[src/rtl/pointer_collision_tracker.sv]
// Pointer-vs-obstacle collision tracker: per-frame hit detection, life count,
// post-hit invulnerability window and game-over flag.
module pointer_collision_tracker #(
    parameter int CURSOR_W     = 16,
    parameter int CURSOR_H     = 16,
    parameter int LIVES_INIT   = 3,
    parameter int GRACE_FRAMES = 60
) (
    input  logic        clk,
    input  logic        rst_n,
    input  logic [11:0] hcount_in,
    input  logic [11:0] vcount_in,
    input  logic [11:0] obstacle_x,
    input  logic [11:0] obstacle_y,
    input  logic [11:0] mouse_xpos,
    input  logic [11:0] mouse_ypos,
    input  logic        game_on,
    input  logic        restart,
    output logic [2:0]  lives,
    output logic        hit,
    output logic        invulnerable,
    output logic        game_over
);

    typedef enum logic [1:0] {
        ST_IDLE      = 2'd0,
        ST_ARMED     = 2'd1,
        ST_GRACE     = 2'd2,
        ST_GAME_OVER = 2'd3
    } state_t;

    localparam logic [2:0]  LIVES_RELOAD = 3'(LIVES_INIT);
    localparam logic [7:0]  GRACE_RELOAD = 8'(GRACE_FRAMES);
    localparam logic [12:0] BOX_W_M1     = 13'(CURSOR_W - 1);
    localparam logic [12:0] BOX_H_M1     = 13'(CURSOR_H - 1);

    state_t      state_q, state_d;
    logic [2:0]  lives_q, lives_d;
    logic        hit_q, hit_d;
    logic        inv_q, inv_d;
    logic        go_q, go_d;
    logic        flag_q, flag_d;
    logic [7:0]  grace_q, grace_d;
    logic [11:0] mx_q, mx_d;
    logic [11:0] my_q, my_d;

    logic        frame_start_s;
    logic        pix_valid_s;
    logic        match_s;
    logic        collide_s;
    logic        dec_s;

    // Frame boundary, pixel validity and hit-box match against the latched pointer
    always_comb begin
        frame_start_s = (hcount_in == 12'd0) && (vcount_in == 12'd0);
        pix_valid_s   = (obstacle_x != 12'd0) || (obstacle_y != 12'd0);
        // 13-bit compare so the box edge cannot wrap past 4095
        match_s       = pix_valid_s
                     && ({1'b0, obstacle_x} >= {1'b0, mx_q})
                     && ({1'b0, obstacle_x} <= ({1'b0, mx_q} + BOX_W_M1))
                     && ({1'b0, obstacle_y} >= {1'b0, my_q})
                     && ({1'b0, obstacle_y} <= ({1'b0, my_q} + BOX_H_M1));
        collide_s     = flag_q | match_s;
    end

    // Next-state, life counter, grace counter and registered-output decode
    always_comb begin
        state_d = state_q;
        lives_d = lives_q;
        grace_d = grace_q;
        flag_d  = 1'b0;
        hit_d   = 1'b0;
        dec_s   = 1'b0;
        if (frame_start_s) begin
            mx_d = mouse_xpos;
            my_d = mouse_ypos;
        end else begin
            mx_d = mx_q;
            my_d = my_q;
        end

        if (restart) begin
            state_d = ST_IDLE;
            lives_d = LIVES_RELOAD;
            grace_d = 8'd0;
        end else begin
            case (state_q)
                ST_IDLE: begin
                    lives_d = LIVES_RELOAD;
                    grace_d = 8'd0;
                    if (game_on) begin
                        state_d = ST_ARMED;
                    end else begin
                        state_d = ST_IDLE;
                    end
                end
                ST_ARMED: begin
                    if (!game_on) begin
                        state_d = ST_IDLE;
                        lives_d = LIVES_RELOAD;
                    end else if (frame_start_s) begin
                        // A match on the frame_start cycle still counts for the ending frame
                        if (collide_s) begin
                            hit_d   = 1'b1;
                            dec_s   = 1'b1;
                            lives_d = lives_q - 3'd1;
                            if (lives_q <= 3'd1) begin
                                state_d = ST_GAME_OVER;
                                grace_d = 8'd0;
                            end else begin
                                state_d = ST_GRACE;
                                grace_d = GRACE_RELOAD;
                            end
                        end else begin
                            state_d = ST_ARMED;
                        end
                    end else begin
                        flag_d = collide_s;
                    end
                end
                ST_GRACE: begin
                    if (!game_on) begin
                        state_d = ST_IDLE;
                        lives_d = LIVES_RELOAD;
                        grace_d = 8'd0;
                    end else if (frame_start_s) begin
                        if (grace_q <= 8'd1) begin
                            state_d = ST_ARMED;
                            grace_d = 8'd0;
                        end else begin
                            state_d = ST_GRACE;
                            grace_d = grace_q - 8'd1;
                        end
                    end else begin
                        state_d = ST_GRACE;
                    end
                end
                ST_GAME_OVER: begin
                    state_d = ST_GAME_OVER;
                    lives_d = 3'd0;
                end
                default: begin
                    state_d = ST_IDLE;
                    lives_d = LIVES_RELOAD;
                    grace_d = 8'd0;
                end
            endcase
        end

        inv_d = (state_d == ST_GRACE);
        go_d  = (state_d == ST_GAME_OVER);
    end

    // State and output registers with synchronous active-low reset
    always_ff @(posedge clk) begin
        if (!rst_n) begin
            state_q <= ST_IDLE;
            lives_q <= LIVES_RELOAD;
            hit_q   <= 1'b0;
            inv_q   <= 1'b0;
            go_q    <= 1'b0;
            flag_q  <= 1'b0;
            grace_q <= 8'd0;
            mx_q    <= 12'd0;
            my_q    <= 12'd0;
        end else begin
            state_q <= state_d;
            lives_q <= lives_d;
            hit_q   <= hit_d;
            inv_q   <= inv_d;
            go_q    <= go_d;
            flag_q  <= flag_d;
            grace_q <= grace_d;
            mx_q    <= mx_d;
            my_q    <= my_d;
        end
    end

    assign lives        = lives_q;
    assign hit          = hit_q;
    assign invulnerable = inv_q;
    assign game_over    = go_q;

    pointer_collision_tracker_chk u_chk (
        .clk     (clk),
        .rst_n   (rst_n),
        .dec_i   (dec_s),
        .lives_i (lives_q)
    );

endmodule

// Simulation checker: a life may only be taken while at least one remains.
module pointer_collision_tracker_chk (
    input logic       clk,
    input logic       rst_n,
    input logic       dec_i,
    input logic [2:0] lives_i
);

    a_no_underflow: assert property (@(posedge clk) disable iff (!rst_n) dec_i |-> (lives_i != 3'd0));

endmodule

[config.mk]
export PLATFORM = sky130hd
export DESIGN_NAME = pointer_collision_tracker
export DESIGN_NICKNAME = d
export VERILOG_FILES = /design/src/rtl/pointer_collision_tracker.sv
export SDC_FILE = /design/constraint.sdc
export NUM_CORES = 1
export LEC_CHECK = 0
export CORE_MARGIN = 3
export CORE_UTILIZATION = 55
export CTS_BUF_LIST = sky130_fd_sc_hd__clkbuf_8 sky130_fd_sc_hd__clkbuf_16
export DETAILED_ROUTE_END_ITERATION = 16
export GPL_ROUTABILITY_DRIVEN = 0
export GPL_TIMING_DRIVEN = 0
export MAX_ROUTING_LAYER = met4
export PLACE_DENSITY = 0.9
export SLEW_MARGIN = 20
export SYNTH_ARGS = -nofsm -noshare
export SYNTH_HDL_FRONTEND = slang
export SYNTH_SLANG_ARGS = --single-unit
[constraint.sdc]
create_clock -name clk -period 9.3 [get_ports clk]
set_clock_uncertainty 0.2 [all_clocks]
set_input_delay 1.395 -clock clk [delete_from_list [all_inputs] [get_ports clk]]
set_output_delay 1.395 -clock clk [all_outputs]
set_load 0.05 [all_outputs]
Yosys cells after proc, flatten, opt, wreduce, memory -nomap -nowiden. Index checks and enable logic that the tools add are counted.

$add $sub $neg: 4. Order comparisons: 6. Eq/ne operators: 12. Muxes and demuxes: 24. Bitwise logic cells: 5. Reduce and logical (&&, ||, !) cells: 17.

Operator list (count): $mux W8 (6); $add A12 B4 Y13 const B (2); $le A12 B13 Y1 (2); $ge A12 B12 Y1 (2); $logic_not A12 Y1 (2); $pmux W8 S3 (1); $reduce_bool A12 Y1 (2); $mux W2 (7); $mux W3 (4); $pmux W3 S4 (1); $reduce_or A5 Y1 (2); $ne A3 B3 Y1 const B (3); $eq A2 B2 Y1 const B (4); $le A8 B1 Y1 const B (1); $ne A2 B2 Y1 const B (4); $pmux W2 S4 (1); $sub A8 B1 Y8 const B (1); $mux W6 (1); $logic_and A1 B1 Y1 (5); $reduce_and A5 Y1 (1); $not A1 Y1 (4); $le A3 B1 Y1 const B (1); $mux W1 (3); $reduce_and A3 Y1 (1); other kinds (7) (7).

Flip-flop bits (word level): 41. Bits of input ports: 76. Output and inout bits: 6.

Longest topological paths before layout.
Depth in word-level cells: 13. Gate-level depth with buffers: 16.

Least setup slack after synthesis. Ideal clock, no wire load.

Path type: input-to-reg. From: in obstacle_x[0]. To: reg lives_q[2], in the netlist lives[2]. Setup time: 74 ps. Arrival time: 3495 ps. Required time: 9026 ps. Setup slack: 5531 ps. Cell stages on the path: 10. Buffers on the path: 0. Cell sequence: inv_1 > ha_1 > nand2_1 > a31oi_1 > or4_1 > a21oi_1 > a41oi_2 > nand2b_4 > or4_1 > a31oi_1.

Longest elaborated chain between the ends: 9.

Ends and longest elaborated chain: from (decl) (line 13) `input logic [11:0] obstacle_x,`; parallel branches: the longest is 3 deep, another holds $ge A12 B12 Y1; $logic_and A1 B1 Y1 * (line 60) `&& ({1'b0, obstacle_x} <= ({1'b0, mx_q} + BOX_W_M1))`; $logic_and A1 B1 Y1 * (line 61) `&& ({1'b0, obstacle_y} >= {1'b0, my_q})`; $logic_and A1 B1 Y1 * (line 62) `&& ({1'b0, obstacle_y} <= ({1'b0, my_q} + BOX_H_M1));`; $or A1 B1 Y1 * (line 63) `collide_s = flag_q | match_s;`; $ne A3 B3 Y1 (no source line) *; $reduce_and A3 Y1 (no source line) *; to (signal assigned) (line 168) `lives_q <= lives_d;`; to (decl) (line 38) `logic [2:0] lives_q, lives_d;`.

Every way passes the cells marked *. A chain may end at the register's enable or synchronous reset.

Final worst setup path.
From: in obstacle_x[0]. To: reg grace_q[5].

Longest elaborated chain between the ends: 9.

Ends and longest elaborated chain: parallel branches: the longest is 3 deep, another holds $ge A12 B12 Y1; $logic_and A1 B1 Y1 * (line 60); $logic_and A1 B1 Y1 * (line 61); $logic_and A1 B1 Y1 * (line 62); $or A1 B1 Y1 * (line 63); $ne A2 B2 Y1 (no source line) *; $reduce_and A5 Y1 (no source line) *; to (signal assigned) (line 173) `grace_q <= grace_d;`; to (decl) (line 43) `logic [7:0] grace_q, grace_d;`.

Marked as above.

==> results.yml <==
run_status:
  status: "completed"
cells_and_area:
  layout.nets: 649
  layout-drive-gt1-share: 0.0291
  mostFrequentLayoutCells: "clkdlybuf4s50_1 (81), ha_1 (59), dfxtp_1 (41)"
  antenna_cells: 0
  final_common_cell: "clkdlybuf4s50_1"
  fin_cells: 590
  syn2layout_area_growth_pct: 28.7
timing:
  fmax_mhz: 229
  slew_violations: 0
  fin_ws_ns: 4.93
  maxSlewHeadroom: 0.531
  setup-violations-final: 0
  fin_setup_tns_ns: 0
  tightest_slew_ns: 0.704
  post-route-min-period_ns: 4.37
  fin_crit_sh: 0.470
  hold_viol: 0
  rsz0062_at_grt: "false"
place:
  dp_hpwl_mm: 7.77
  dp.cells: 582
  dp_slack_ns: 4.67
  numPortBuffers: 81
clock_network:
  clk_transition_reported_paths_ns: 0.07
  cts-root-buf: "clkbuf_8"
  cts.repair.resized: 0
  cts_tree: "yes"
  cts_buffers: 5
  cts_sinks: 41
  postCtsHoldBufs: 0
  clk_latency_ns: 0.29
  cts.path.max_buffers: 2
  post-cts-setup-buffers: 0
  h-tree-depth: 2
power_and_ir_drop:
  combPwrFrac: 0.192
  power.density_mw_per_mm2: 86.8
  ir_worst_vdd_v: 0.000118
  p_leak_nw: 1.65
  power.share.switching: 0.226
  p_int_mw: 0.307
  clockPowerShare: 0.365
  p_sw_mw: 0.0899
  pwr-share-seq: 0.443
grt:
  overflow: 0
  grt.busiest_layer: "met2"
  antenna_found_initial: 0
  grt_max_degree: 13
  grt_util_met1: 0.323
  globalRouteTotalUtil: 0.270
  use_met2: 0.481
  grt_use_met3: 0.0285
  grt_pass1_wl_mm: 16.0
  grt_pass1_vias: 3540
drt:
  vias_per_cell: 5.86
  avgRoutedWirePerCell_um: 16.0
  drtAntennaViolNets: 0
  vias: 3457
  drc: 0
  drt-total-wl_mm: 9.42
  drtIter0Drc: 125
  drtPass1Iterations: 4
setup_path:
  start_kind: "primary input"
  rr_startpoint: "my_q[0]$_SDFFE_PN0P_"
  arrival_ns: 4.35
  worstPathMaxFanout: 10
  worstSetupStartpoint: "obstacle_x[0]"
  critPathKind: "primary input to register"
  ff2ff_setup_slack_ns: 5.40
  required_ns: 9.28
  critPathCaptureType: "register"
logic_synthesis:
  yosysUniqueCellTypes: 47
  syn_inst: 426
  ys_seq_elements: 41
  synthesis.area_mm2: 0.00355
  syn-mean-instance-area_um2: 8.34
  synth_ff_type: "dfxtp_1"
  synth_edf_count: 0
  synthArstFlopShare: 0
  yosys_warnings: 0
  syn_nets: 561
  ys_seq_area_frac: 0.231
flow_run:
  maxCapViolCount: 0
die:
  initial_core_util: 0.583
  dieArea_mm2: 0.00746
  die_height_um: 86.4
  die_x_um: 86.4
  io_pins: 82
  core_area_mm2: 0.00610
  rows: 28
hold_path:
  worstHoldStart: "grace_q[3]$_SDFFE_PP0P_"
  hold_class: "register to register"
## power by group through the flow
stage | logic [mW] | registers [mW] | clock network [mW]
2_1_floorplan | 0.0297 | 0.180 | 0
3_3_place_gp | 0.0720 | 0.180 | 0
3_5_place_dp | 0.0749 | 0.180 | 0
4_1_cts | 0.0756 | 0.176 | 0.147
5_1_grt | 0.0838 | 0.176 | 0.155
6_report | 0.0761 | 0.176 | 0.145
## final cells by class
| class | instances | area (um2) |
|---|---|---|
| buffer | 11 | 45.0 |
| clock buffer | 6 | 82.6 |
| clock inverter | 2 | 33.8 |
| fill | 446 | 1520 |
| inverter | 35 | 131 |
| multi-input combinational | 339 | 2560 |
| sequential | 41 | 821 |
| tap | 75 | 93.8 |
| timing repair buffer | 81 | 811 |
## cell families after synthesis
logic type | count (synthesis) | synth area share
DFF | 41 | 0.231
AOI/OAI and AO/OA | 82 | 0.159
buffers and inverters | 46 | 0.0496
and+or+nand+nor | 152 | 0.231
adders and majority gates | 59 | 0.208
muxes | 26 | 0.0732
xor gates and xnor gates | 20 | 0.0493
## sequential cells by signal, indices dropped and copies added, names as in the netlist
register / count
lives: 3
state_q: 2
flag_q: 1
mx_q: 12
game_over: 1
invulnerable: 1
grace_q: 8
my_q: 12
hit: 1
## final timing paths
| kind | endpoint | cells after the start |
|---|---|---|
| setup reg to reg | grace_q[5]$_SDFFE_PP0P_ | 16 |
| hold / removal | grace_q[3]$_SDFFE_PP0P_ | 2 |
| setup / recovery | grace_q[5]$_SDFFE_PP0P_ | 12 |
| hold reg to reg | grace_q[3]$_SDFFE_PP0P_ | 2 |
## metrics by stage
step | hold WS, ns | power (mW) | utilization | cell area [um2]
3_5_place_dp | 0.303 | 0.255 | 0.732 | 4460
2_1_floorplan | 0.279 | 0.210 | - | 3550
5_1_grt | 0.338 | 0.415 | 0.751 | 4580
3_3_place_gp | 0.292 | 0.252 | 0.732 | 4460
4_1_cts | 0.319 | 0.398 | 0.751 | 4580
6_report | 0.324 | 0.397 | 0.751 | 4580
## critical path: stages
cell             delay [ns]
clkdlybuf4s50_1        0.49
inv_1                  0.06
ha_1                   0.32
nand2_1                0.07
a31oi_1                0.07
or4_1                  0.51
a21oi_1                0.29
nand4_1                0.18
o21ai_1                0.29
buf_2                  0.28
o21ai_1                0.11
a32o_1                 0.27
## routing by layer
layer  vias up  share of wire
met2        95           0.52
met1      1620           0.43
met4         0          0.018
li1       1723              -
met5         -              0
met3        19          0.035
## cells in the mapped netlist, types with 3 or more instances
cell | instances | area share
inv_1 | 34 | 0.036
o21ai_1 | 7 | 0.0099
ha_1 | 59 | 0.21
a31oi_1 | 3 | 0.0053
a211o_1 | 6 | 0.015
nor2b_1 | 31 | 0.055
o21bai_1 | 5 | 0.011
dfxtp_1 | 41 | 0.23
nand4_1 | 11 | 0.019
clkbuf_1 | 6 | 0.0063
nor4_1 | 15 | 0.026
o21ai_0 | 6 | 0.0084
a21o_1 | 10 | 0.021
a32o_1 | 4 | 0.011
xnor2_1 | 20 | 0.049
nor2_1 | 22 | 0.023
a31o_1 | 3 | 0.0074
buf_2 | 3 | 0.0042
nand2_1 | 27 | 0.029
nor3_1 | 14 | 0.020
nand3_1 | 15 | 0.021
mux2i_1 | 26 | 0.073
a21oi_1 | 21 | 0.030
o211ai_1 | 5 | 0.011
(Power assumes the default switching activity.)
